`src/rtl/imem_pkg.sv`:
```
// -----------------------------------------------------------------------------
// imem_pkg
// Shared definitions for the instruction-fetch slice in front of the imem32
// word-addressed instruction ROM.
//   DEF_ADDR_WIDTH   : ROM word-address width (PC is two bits wider)
//   DEF_INSTR_LENGTH : instruction width, fixed at 32
//   NOP_INSTR        : canonical RV32 NOP (addi x0, x0, 0)
//   EBREAK_INSTR     : RV32 EBREAK encoding, used by the optional halt feature
//   fetch_state_t    : fetch sequencer states
//   fetch_entry_t    : one buffered fetch result {pc, instr}
// -----------------------------------------------------------------------------
package imem_pkg;

  localparam int DEF_ADDR_WIDTH   = 5;
  localparam int DEF_INSTR_LENGTH = 32;

  localparam logic [DEF_INSTR_LENGTH-1:0] NOP_INSTR    = 32'h0000_0013;
  localparam logic [DEF_INSTR_LENGTH-1:0] EBREAK_INSTR = 32'h0010_0073;

  // HALT is only ever entered when the EBREAK-halt feature is compiled in.
  typedef enum logic [1:0] {
    IDLE = 2'd0,
    RUN  = 2'd1,
    HALT = 2'd2
  } fetch_state_t;

  typedef struct packed {
    logic [DEF_ADDR_WIDTH+1:0]   pc;
    logic [DEF_INSTR_LENGTH-1:0] instr;
  } fetch_entry_t;

endpackage : imem_pkg

```
`src/rtl/imem_fetch_ctrl_if.sv`:
```
// -----------------------------------------------------------------------------
// imem_fetch_ctrl_if
// Bundles the ROM port, the execute redirect port and the decode handshake of
// the fetch sequencer.
//   imem_addr      : ROM word address            (controller -> ROM)
//   imem_instr     : ROM read data, combinational (ROM -> controller)
//   redirect_valid : one-cycle redirect pulse     (execute -> controller)
//   redirect_pc    : redirect target byte address (execute -> controller)
//   out_valid      : buffer head valid            (controller -> decode)
//   out_ready      : decode accepts head          (decode -> controller)
//   out_pc         : byte PC of head              (controller -> decode)
//   out_instr      : head instruction             (controller -> decode)
// Modports: master = fetch controller side, slave = ROM/execute/decode side.
// -----------------------------------------------------------------------------
interface imem_fetch_ctrl_if #(
  parameter int ADDR_WIDTH   = imem_pkg::DEF_ADDR_WIDTH,
  parameter int INSTR_LENGTH = imem_pkg::DEF_INSTR_LENGTH
);

  logic [ADDR_WIDTH-1:0]   imem_addr;
  logic [INSTR_LENGTH-1:0] imem_instr;
  logic                    redirect_valid;
  logic [ADDR_WIDTH+1:0]   redirect_pc;
  logic                    out_valid;
  logic                    out_ready;
  logic [ADDR_WIDTH+1:0]   out_pc;
  logic [INSTR_LENGTH-1:0] out_instr;

  modport master (
    output imem_addr,
    input  imem_instr,
    input  redirect_valid,
    input  redirect_pc,
    output out_valid,
    input  out_ready,
    output out_pc,
    output out_instr
  );

  modport slave (
    input  imem_addr,
    output imem_instr,
    output redirect_valid,
    output redirect_pc,
    input  out_valid,
    output out_ready,
    input  out_pc,
    input  out_instr
  );

endinterface : imem_fetch_ctrl_if

```
`src/rtl/imem_fetch_ctrl_buf2.sv`:
```
// -----------------------------------------------------------------------------
// fetch_buf2
// Two-entry FIFO of fetch_entry_t. Entries shift toward slot 0 so the head is
// always a register and the decode outputs come straight from flops.
//   clk, rst   : clock, synchronous active-high reset (clears all contents)
//   flush      : drop all entries; overrides push and pop
//   push       : write push_entry at the tail (ignored when full without pop)
//   pop        : remove the head (ignored when empty)
//   push_entry : entry to write
//   count      : number of valid entries (0..2)
//   head_valid : registered count != 0
//   head       : oldest entry
// -----------------------------------------------------------------------------
module fetch_buf2
  import imem_pkg::*;
(
  input  logic         clk,
  input  logic         rst,
  input  logic         flush,
  input  logic         push,
  input  logic         pop,
  input  fetch_entry_t push_entry,
  output logic [1:0]   count,
  output logic         head_valid,
  output fetch_entry_t head
);

  fetch_entry_t entry0_r, entry1_r;
  fetch_entry_t entry0_next_s, entry1_next_s;
  logic [1:0]   count_r, count_next_s;
  logic         valid_r;
  logic         do_push_s, do_pop_s;

  // Next-state of the shift FIFO: push-only, pop-only, or both at once.
  always_comb begin
    entry0_next_s = entry0_r;
    entry1_next_s = entry1_r;
    count_next_s  = count_r;
    do_pop_s      = pop && (count_r != 2'd0);
    do_push_s     = push && ((count_r != 2'd2) || do_pop_s);
    if (flush) begin
      count_next_s = 2'd0;
    end else begin
      case ({do_push_s, do_pop_s})
        2'b10: begin
          if (count_r == 2'd0) begin
            entry0_next_s = push_entry;
          end else begin
            entry1_next_s = push_entry;
          end
          count_next_s = count_r + 2'd1;
        end
        2'b01: begin
          entry0_next_s = entry1_r;
          count_next_s  = count_r - 2'd1;
        end
        2'b11: begin
          // Head leaves while the new entry arrives; count is unchanged.
          if (count_r == 2'd1) begin
            entry0_next_s = push_entry;
          end else begin
            entry0_next_s = entry1_r;
            entry1_next_s = push_entry;
          end
          count_next_s = count_r;
        end
        default: begin
          count_next_s = count_r;
        end
      endcase
    end
  end

  // FIFO storage, occupancy and registered head-valid flag.
  always_ff @(posedge clk) begin
    if (rst) begin
      entry0_r <= '0;
      entry1_r <= '0;
      count_r  <= 2'd0;
      valid_r  <= 1'b0;
    end else begin
      entry0_r <= entry0_next_s;
      entry1_r <= entry1_next_s;
      count_r  <= count_next_s;
      valid_r  <= (count_next_s != 2'd0);
    end
  end

  assign count      = count_r;
  assign head_valid = valid_r;
  assign head       = entry0_r;

endmodule : fetch_buf2

```
`src/rtl/imem_fetch_ctrl.sv`:
```
// -----------------------------------------------------------------------------
// imem_fetch_ctrl
// Instruction-fetch sequencer for the imem32 ROM. Owns the byte PC, drives the
// ROM word address, captures {pc, instr} into a 2-entry buffer and hands the
// head to decode over valid/ready. A redirect from execute flushes the buffer
// and reloads the PC.
// Ports:
//   clk, rst     : clock, synchronous active-high reset
//   fetch_en     : level; high = keep fetching, low = stop issuing fetches
//   bus          : imem_fetch_ctrl_if.master (ROM, redirect, decode handshake)
//   misalign_err : sticky; a redirect target had nonzero low bits
//   halted       : high while halted on EBREAK (optional feature, else 0)
// Build option:
//   IFETCH_EBREAK_HALT_EN - when defined, fetching an EBREAK enters HALT, which
//   only a redirect or reset leaves. When undefined EBREAK is an ordinary
//   instruction and halted is tied low.
// The buffered entry type is sized from imem_pkg, so ADDR_WIDTH and
// INSTR_LENGTH must match the package defaults.
// -----------------------------------------------------------------------------
module imem_fetch_ctrl
  import imem_pkg::*;
#(
  parameter int ADDR_WIDTH   = DEF_ADDR_WIDTH,
  parameter int INSTR_LENGTH = DEF_INSTR_LENGTH,
  parameter int RESET_PC     = 0,
  parameter int BUF_DEPTH    = 2
) (
  input  logic                clk,
  input  logic                rst,
  input  logic                fetch_en,
  imem_fetch_ctrl_if.master   bus,
  output logic                misalign_err,
  output logic                halted
);

  localparam int PC_W = ADDR_WIDTH + 2;
  localparam logic [PC_W-1:0] RESET_PC_V = PC_W'(RESET_PC);
  localparam logic [PC_W-1:0] PC_STEP    = PC_W'(32'd4);

  // Unsupported configurations are rejected at elaboration.
  if ((ADDR_WIDTH != DEF_ADDR_WIDTH) || (INSTR_LENGTH != DEF_INSTR_LENGTH) ||
      (BUF_DEPTH != 2) || ((RESET_PC % 4) != 0)) begin : g_bad_cfg
    $error("imem_fetch_ctrl: unsupported parameter set");
  end

  fetch_state_t    state_r, state_next_s;
  logic [PC_W-1:0] pc_r;
  logic [PC_W-1:0] redirect_aligned_s;
  logic            misalign_r;
  logic            push_s, pop_s;
  logic            ebreak_push_s;
  logic [1:0]      count_s;
  logic            head_valid_s;
  fetch_entry_t    head_s, push_entry_s;

  assign redirect_aligned_s = {bus.redirect_pc[PC_W-1:2], 2'b00};
  assign bus.imem_addr      = pc_r[PC_W-1:2];

  // Entry captured on a push: current PC with the instruction the ROM returns.
  always_comb begin
    push_entry_s       = '0;
    push_entry_s.pc    = pc_r;
    push_entry_s.instr = bus.imem_instr;
  end

`ifdef IFETCH_EBREAK_HALT_EN
  logic halted_r;

  // FSM state register plus registered halt indicator.
  always_ff @(posedge clk) begin
    if (rst) begin
      state_r  <= IDLE;
      halted_r <= 1'b0;
    end else begin
      state_r  <= state_next_s;
      halted_r <= (state_next_s == HALT);
    end
  end

  assign ebreak_push_s = push_s && (bus.imem_instr == EBREAK_INSTR);
  assign halted        = halted_r;
`else
  // FSM state register.
  always_ff @(posedge clk) begin
    if (rst) begin
      state_r <= IDLE;
    end else begin
      state_r <= state_next_s;
    end
  end

  assign ebreak_push_s = 1'b0;
  assign halted        = 1'b0;
`endif

  // FSM next-state; a redirect never moves IDLE, and is the only way out of HALT.
  always_comb begin
    state_next_s = state_r;
    case (state_r)
      IDLE: begin
        if (bus.redirect_valid) begin
          state_next_s = IDLE;
        end else if (fetch_en) begin
          state_next_s = RUN;
        end else begin
          state_next_s = IDLE;
        end
      end
      RUN: begin
        if (!fetch_en) begin
          state_next_s = IDLE;
        end else if (ebreak_push_s) begin
          state_next_s = HALT;
        end else begin
          state_next_s = RUN;
        end
      end
`ifdef IFETCH_EBREAK_HALT_EN
      HALT: begin
        if (bus.redirect_valid) begin
          state_next_s = fetch_en ? RUN : IDLE;
        end else begin
          state_next_s = HALT;
        end
      end
`endif
      default: begin
        state_next_s = IDLE;
      end
    endcase
  end

  // FSM outputs: buffer push/pop strobes. A redirect cancels both.
  always_comb begin
    push_s = 1'b0;
    pop_s  = 1'b0;
    if (bus.redirect_valid) begin
      push_s = 1'b0;
      pop_s  = 1'b0;
    end else begin
      pop_s = head_valid_s && bus.out_ready;
      if ((state_r == RUN) && fetch_en &&
          ((count_s != 2'd2) || (head_valid_s && bus.out_ready))) begin
        push_s = 1'b1;
      end else begin
        push_s = 1'b0;
      end
    end
  end

  // Program counter: redirect wins, otherwise advance by one word per push.
  always_ff @(posedge clk) begin
    if (rst) begin
      pc_r <= RESET_PC_V;
    end else if (bus.redirect_valid) begin
      pc_r <= redirect_aligned_s;
    end else if (push_s) begin
      pc_r <= pc_r + PC_STEP;
    end else begin
      pc_r <= pc_r;
    end
  end

  // Sticky misaligned-redirect flag, cleared only by reset.
  always_ff @(posedge clk) begin
    if (rst) begin
      misalign_r <= 1'b0;
    end else if (bus.redirect_valid && (bus.redirect_pc[1:0] != 2'b00)) begin
      misalign_r <= 1'b1;
    end else begin
      misalign_r <= misalign_r;
    end
  end

  assign misalign_err = misalign_r;

  fetch_buf2 u_buf (
    .clk        (clk),
    .rst        (rst),
    .flush      (bus.redirect_valid),
    .push       (push_s),
    .pop        (pop_s),
    .push_entry (push_entry_s),
    .count      (count_s),
    .head_valid (head_valid_s),
    .head       (head_s)
  );

  assign bus.out_valid = head_valid_s;
  assign bus.out_pc    = head_s.pc;
  assign bus.out_instr = head_s.instr;

endmodule : imem_fetch_ctrl

```
`src/flat_wrapper.sv`:
```
// flat-port wrapper written by rule: the top's interface ports become plain ports
module imem_fetch_ctrl_flat import imem_pkg::*;
#(
  parameter int ADDR_WIDTH   = DEF_ADDR_WIDTH,
  parameter int INSTR_LENGTH = DEF_INSTR_LENGTH,
  parameter int RESET_PC     = 0,
  parameter int BUF_DEPTH    = 2
)
  (clk, rst, fetch_en, misalign_err, halted, bus_imem_addr, bus_imem_instr, bus_redirect_valid, bus_redirect_pc, bus_out_valid, bus_out_ready, bus_out_pc, bus_out_instr);
  imem_fetch_ctrl_if #(.ADDR_WIDTH(ADDR_WIDTH), .INSTR_LENGTH(INSTR_LENGTH)) bus_i ();
  input  logic clk;
  input  logic rst;
  input  logic fetch_en;
  output logic misalign_err;
  output logic halted;
  output wire logic [$bits(bus_i.imem_addr)-1:0] bus_imem_addr;
  input wire logic [$bits(bus_i.imem_instr)-1:0] bus_imem_instr;
  input wire logic [$bits(bus_i.redirect_valid)-1:0] bus_redirect_valid;
  input wire logic [$bits(bus_i.redirect_pc)-1:0] bus_redirect_pc;
  output wire logic [$bits(bus_i.out_valid)-1:0] bus_out_valid;
  input wire logic [$bits(bus_i.out_ready)-1:0] bus_out_ready;
  output wire logic [$bits(bus_i.out_pc)-1:0] bus_out_pc;
  output wire logic [$bits(bus_i.out_instr)-1:0] bus_out_instr;
  assign bus_imem_addr = bus_i.imem_addr;
  assign bus_i.imem_instr = bus_imem_instr;
  assign bus_i.redirect_valid = bus_redirect_valid;
  assign bus_i.redirect_pc = bus_redirect_pc;
  assign bus_out_valid = bus_i.out_valid;
  assign bus_i.out_ready = bus_out_ready;
  assign bus_out_pc = bus_i.out_pc;
  assign bus_out_instr = bus_i.out_instr;
  imem_fetch_ctrl #(.ADDR_WIDTH(ADDR_WIDTH), .INSTR_LENGTH(INSTR_LENGTH), .RESET_PC(RESET_PC), .BUF_DEPTH(BUF_DEPTH)) u_core (.clk(clk), .rst(rst), .fetch_en(fetch_en), .bus(bus_i), .misalign_err(misalign_err), .halted(halted));
endmodule
```
`config.mk`:
```
export PLATFORM = sky130hd
export DESIGN_NAME = imem_fetch_ctrl_flat
export DESIGN_NICKNAME = d
export VERILOG_FILES = /design/src/rtl/imem_pkg.sv /design/src/rtl/imem_fetch_ctrl_if.sv /design/src/rtl/imem_fetch_ctrl_buf2.sv /design/src/rtl/imem_fetch_ctrl.sv /design/src/flat_wrapper.sv
export SDC_FILE = /design/constraint.sdc
export NUM_CORES = 1
export LEC_CHECK = 0
export CORE_MARGIN = 1.5
export CORE_UTILIZATION = 56
export CTS_BUF_LIST = sky130_fd_sc_hd__clkbuf_8
export CTS_CLUSTER_DIAMETER = 50
export CTS_CLUSTER_SIZE = 10
export DETAILED_ROUTE_END_ITERATION = 6
export PLACE_DENSITY = 0.94
export SLEW_MARGIN = 25
export SYNTH_ARGS = -nofsm -noshare
export SYNTH_HDL_FRONTEND = slang
export SYNTH_SLANG_ARGS = --single-unit
```
`constraint.sdc`:
```
create_clock -name clk -period 7.47 [get_ports clk]
set_input_delay 1.1205 -clock clk [delete_from_list [all_inputs] [get_ports clk]]
set_output_delay 1.1205 -clock clk [all_outputs]
set_load 0.02 [all_outputs]
```
# Yosys cells after proc, flatten, opt, wreduce, memory -nomap -nowiden

Index checks and enable logic that the tools add are counted.

Bits in registers: 91
Output and inout port bits: 47
Logic and storage cells: 58

Add/sub/neg operators: 3
Eq/ne operators: 9
Muxes and demuxes: 16
Bitwise logic cells: 1
Reductions and logical operators: 19

Operators with widths:

| cell                | count |
|---|---|
| $mux 39             | 4 |
| $pmux 39 s3         | 1 |
| $pmux 39 s2         | 1 |
| $mux 7              | 2 |
| $reduce_bool 2->1   | 5 |
| $ne 2x2->1 const B  | 4 |
| $pmux 2 s2          | 2 |
| $add 7x3->7 const B | 1 |
| $eq 2x1->1 const B  | 3 |
| $logic_and 1x1->1   | 6 |
| $eq 2x2->1 const B  | 2 |
| $logic_not 2->1     | 2 |
| $mux 1              | 4 |
| $mux 2              | 2 |
| $reduce_and 4->1    | 1 |
| $reduce_and 3->1    | 1 |
| $reduce_bool 3->1   | 1 |
| $add 2x1->2 const B | 1 |
| $logic_or 1x1->1    | 2 |
| $reduce_or 2->1     | 1 |
| $sub 2x1->2 const B | 1 |
| $not 1->1           | 1 |

# Longest topological paths before layout

Word-level depth: 10
Gate-level depth with buffers: 12

# By module

A second synthesis with hierarchy kept.

Cell total of the unflattened synthesis: 469
Area total of the unflattened synthesis: 3906.2 um^2

Modules (own cells, without submodules):

| module          | instances | cells each | area an instance (um^2) | sequential area each (um^2) |
|---|---|---|---|---|
| fetch_buf2      | 1         | 412        | 3434.5                  | 1621.6 |
| imem_fetch_ctrl | 1         | 57         | 471.7                   | 140.1 |

# Worst setup path before layout

No wires, ideal clock.

Path type: input to register
Start point: in bus_redirect_valid
End point: reg u_core.u_buf.entry0_r (netlist bit u_core.u_buf.head[36])
Setup time: 91 ps
Arrival: 3213 ps
Data required time: 7379 ps
Setup slack: 4166 ps
Stages on the path: 11
Cells stage by stage: buf_6 and4bb_2 inv_2 buf_2 a211oi_1 ha_1 nor2b_1 buf_4 clkbuf_1 o211ai_1 a311oi_1

Longest elaborated chain between the ends: 7
Elaborated cells between the ends (all ways): 13
Those cells by class: 4 x eq/ne; 3 x mux; 1 x bitwise; 5 x reduce/logical

Ends and longest elaborated chain:

| what                                                                    | line                       | RTL |
|---|---|---|
| start: declaration                                                      | flat_wrapper.sv:18         | `input wire logic [$bits(bus_i.redirect_valid)-1:0] bus_redirect_valid;` |
| $mux 1                                                                  | imem_fetch_ctrl.sv:137     | `if (bus.redirect_valid) begin` |
| $logic_and 1x1->1                                                       | imem_fetch_ctrl_buf2.sv:39 | `do_pop_s = pop && (count_r != 2'd0);` |
| $logic_or 1x1->1                                                        | imem_fetch_ctrl_buf2.sv:40 | `do_push_s = push && ((count_r != 2'd2) \|\| do_pop_s);` |
| $logic_and 1x1->1                                                       | imem_fetch_ctrl_buf2.sv:40 |  |
| $eq 2x2->1 / $eq 2x1->1 (equally long branches)                         | imem_fetch_ctrl_buf2.sv:44 | `case ({do_push_s, do_pop_s})` |
| $ne 2x2->1 (no source line) / $reduce_bool 3->1 (equally long branches) | -                          |  |
| $reduce_and 3->1 (no source line)                                       | -                          |  |
| end signal: assignment                                                  | imem_fetch_ctrl_buf2.sv:82 | `entry0_r <= entry0_next_s;` |
| end: declaration                                                        | imem_fetch_ctrl_buf2.sv:28 | `fetch_entry_t entry0_r, entry1_r;` |

Several ways; a longest one is shown, not always the timed one.
A chain may end at the register's enable or synchronous reset.

# Worst setup path in the final report

Start point: in bus_redirect_valid
End point: reg u_core.u_buf.entry0_r (netlist bit u_core.u_buf.head[24])

Same word-level chain as after synthesis.

==> impl_results.md <==
- Chip width: approximately 90 um
- Cts-stage hold buffer count: 0
- Period Utilization, post-route: 73.7%
- Global Route Usage Sum: approximately a third
- Synth unique cells: 44
- Number of synthesized flops with an enable pin: 0
- Clock transition at path regs: about 0.080 ns
- Die Ht: ~90 um
- Placed insts: between 600 and 700
- Most frequent cells in the layout: clkdlybuf4s50_1 (86), dfxtp_1 (84), a21oi_1 (75)
- Post-Syn Area: between 4000 and 5000 um^2
- Largest net degree at the start of global routing: 85
- Final wirelength: about 13,000 um
- Clk sinks: 84
- Critical path arrival: about 5.8 ns
- Commonest non-fill, non-tap cell in the layout: clkdlybuf4s50_1
- Max stage delay cell, worst path: and4bb_2
- CP Cell Sequence: clkdlybuf4s50_1 -> and4bb_2 -> inv_2 -> a211oi_1 -> ha_1 -> nor2b_2 -> buf_4 -> o211ai_1 -> a311oi_1
- Fmax: 182 MHz
- Port bufs: 87
- RSZ-0062 raised after global routing: no
- Clock Latency Late Sink: about 0.36 ns
- Crit-path max FO: slightly above 40
- Initial core utilization: 57.9%
- Endpoints failing hold: 0
- Crit-path max cell delay: 1.06 ns
- Final Non-Filler Cells: around 630
- Pwr/cell area: between 150 and 200 nW/um^2
- First-pass GRT wire length: approximately 21,000 um
- Slew headroom: approximately two fifths
- Final Core Density: just over 70%
- Fin nets: around 570
- Die Area: about 8000 um^2
- CTS tree: yes
- Largest cells by area after synthesis: dfxtp_1 (40%), o211ai_1 (13%), a21oi_1 (8.9%), a311oi_1 (8.6%), o31ai_1 (6.8%)
- Largest area contributor in the netlist: dfxtp_1
- Leak: roughly 0.0016 uW
- Resized Gates After CTS: 0
- Crit Path Class: in2reg
- Largest delay contributor family on the critical path: buffers and inverters
- Vias: ~4,500
- Avg Cell Area, Syn: about 8.8 um^2
- Post-synth ARST share: 0%
- Root buffer cell: clkbuf_8
- Core Area: roughly 7300 um^2
- Worst Skew: 0.00813 ns
- Number of global-route vias before repair: 4,216
- Final count of pins violating max slew: 0
- Max clock buf depth: 2
- Worst Setup Start Kind: input pin
- Initial DRT Pass Iterations: 6
- Worst slew pin tran: 0.897 ns
- Row cnt: 31
- Yosys warns: 0
- Post-CTS Setup Bufs: 0
- Layout cells sized above 1: under 10%
- Num CTS Buffers: 9
- I/O Pins: 91
- VDD IR max: between 0.1 and 0.15 mV
- Routed vias/inst: roughly 7
- Post-Synthesis Cells: about 480
- Setup TNS: 0 ns
- Ys flop type: dfxtp_1
- Yosys reg bits: 84
- Worst Hold Class: reg2reg
- Final ANT Viol Nets: 0
- Status: complete, no violations
- Estimated wirelength of the detail-placed design: 7650 um
- Antenna violations before repair: 0
- Max-cap violation count: 0
- Iter 0 DRT Violations: approximately 570
- H-tree depth: 3
- Type of element capturing the critical path: register
- WL/cell: ~21 um
- Yosys top cell area share: 40.1%
- Final period demand of the worst path: around 5.5 ns
- Critical Path RT: ~7.7 ns
- ANT cells: 0
- Sequential fraction of the synthesis area: 40.1%
- RePlAce Congestion: 0.872
- Area grow syn2layout: 25.1%
- GRT overflow: 0
- Crit path buf inv count: 3
- Final routed DRC violation total: 0
- Final setup vio count: 0
==> metrics by stage <==
stage | area (um^2) | setup slack, ns | hold slack, ns | power [uW]
3_3_place_gp | 4970 | 1.82 | 0.445 | 550
6_report | 5250 | 1.96 | 0.474 | 947
4_1_cts | 5220 | 2.08 | 0.474 | 944
2_1_floorplan | 4200 | 4.17 | 0.449 | 508
5_1_grt | 5250 | 1.72 | 0.492 | 973
3_5_place_dp | 4970 | 1.77 | 0.451 | 553
==> power breakdown <==
part	switching, uW	internal [uW]
Sequential	6.67	453
Clock	161	239
Combinational	46.9	40.6
Total	214	732
==> cell usage after synthesis, types with 2 or more instances <==
library cell / count
a21oi_1: 75
o31ai_1: 38
nand2_1: 3
or3_1: 2
a311oi_1: 41
buf_1: 4
o21ai_0: 32
a211oi_1: 2
inv_1: 4
nor2b_1: 3
dfxtp_1: 84
o21ai_1: 10
buf_4: 5
nand3_1: 3
or4_1: 2
o211ai_1: 74
clkbuf_1: 33
ha_1: 8
buf_6: 4
nor2_1: 6
buf_2: 20
==> cell families (layout without fill, tap and decap cells) <==
family | after synthesis | after routing | synth area share, %
adders and majority gates | 8 | 8 | 2.39
other | 1 | 3 | 0.0894
muxes | 2 | 2 | 0.507
buffers and inverters | 72 | 120 | 8.20
DFF | 84 | 84 | 40.1
AOI/OAI and AO/OA | 281 | 281 | 44.8
and+or+nand+nor | 28 | 28 | 4.00
==> metal layers <==
metal / track usage [%] / vias to the layer above / wire [um]
met4: 20.0 / 0 / 522
li1: - / 1973 / -
met5: 0 / - / 0
met3: 5.54 / 47 / 1080
met2: 53.3 / 297 / 6660
met1: 42.3 / 2157 / 4940
==> worst paths after layout <==
kind	start	slack, ns	to	depth (start not counted)
max	bus_redirect_valid	1.96	u_core.u_buf.head[24]$_SDFFE_PP0P_	9
min	u_core.u_buf.entry1_r[36]$_SDFFE_PP0P_	0.47	u_core.u_buf.entry1_r[36]$_SDFFE_PP0P_	2
max reg2reg	u_core.u_buf.count[0]$_SDFF_PP0_	2.88	u_core.u_buf.head[24]$_SDFFE_PP0P_	10
min reg2reg	u_core.u_buf.entry1_r[36]$_SDFFE_PP0P_	0.47	u_core.u_buf.entry1_r[36]$_SDFFE_PP0P_	2
==> sequential cells by signal, indices dropped and copies added (netlist names) <==
name                     count
u_core.u_buf.entry1_r       37
u_core.u_buf.head           37
u_core.pc_r                  5
u_core.u_buf.head_valid      1
u_core.u_buf.count           2
u_core.state_r               1
u_core.misalign_err          1
==> cell type report <==
| class | count | area (um^2) |
|---|---|---|
| Clock buffer | 11 | 151 |
| Clock inverter | 5 | 98.8 |
| Fill cell | 503 | 2000 |
| Inverter | 6 | 22.5 |
| Multi-Input combinational cell | 322 | 2200 |
| Sequential cell | 84 | 1680 |
| Tap cell | 99 | 124 |
| Timing Repair Buffer | 98 | 968 |
==> tightest hold or removal path: stages (launching register included) <==
cell	delay, ns
dfxtp_1	0.32
o31ai_1	0.06
a21oi_1	0.06
(Power assumes the default switching activity.)
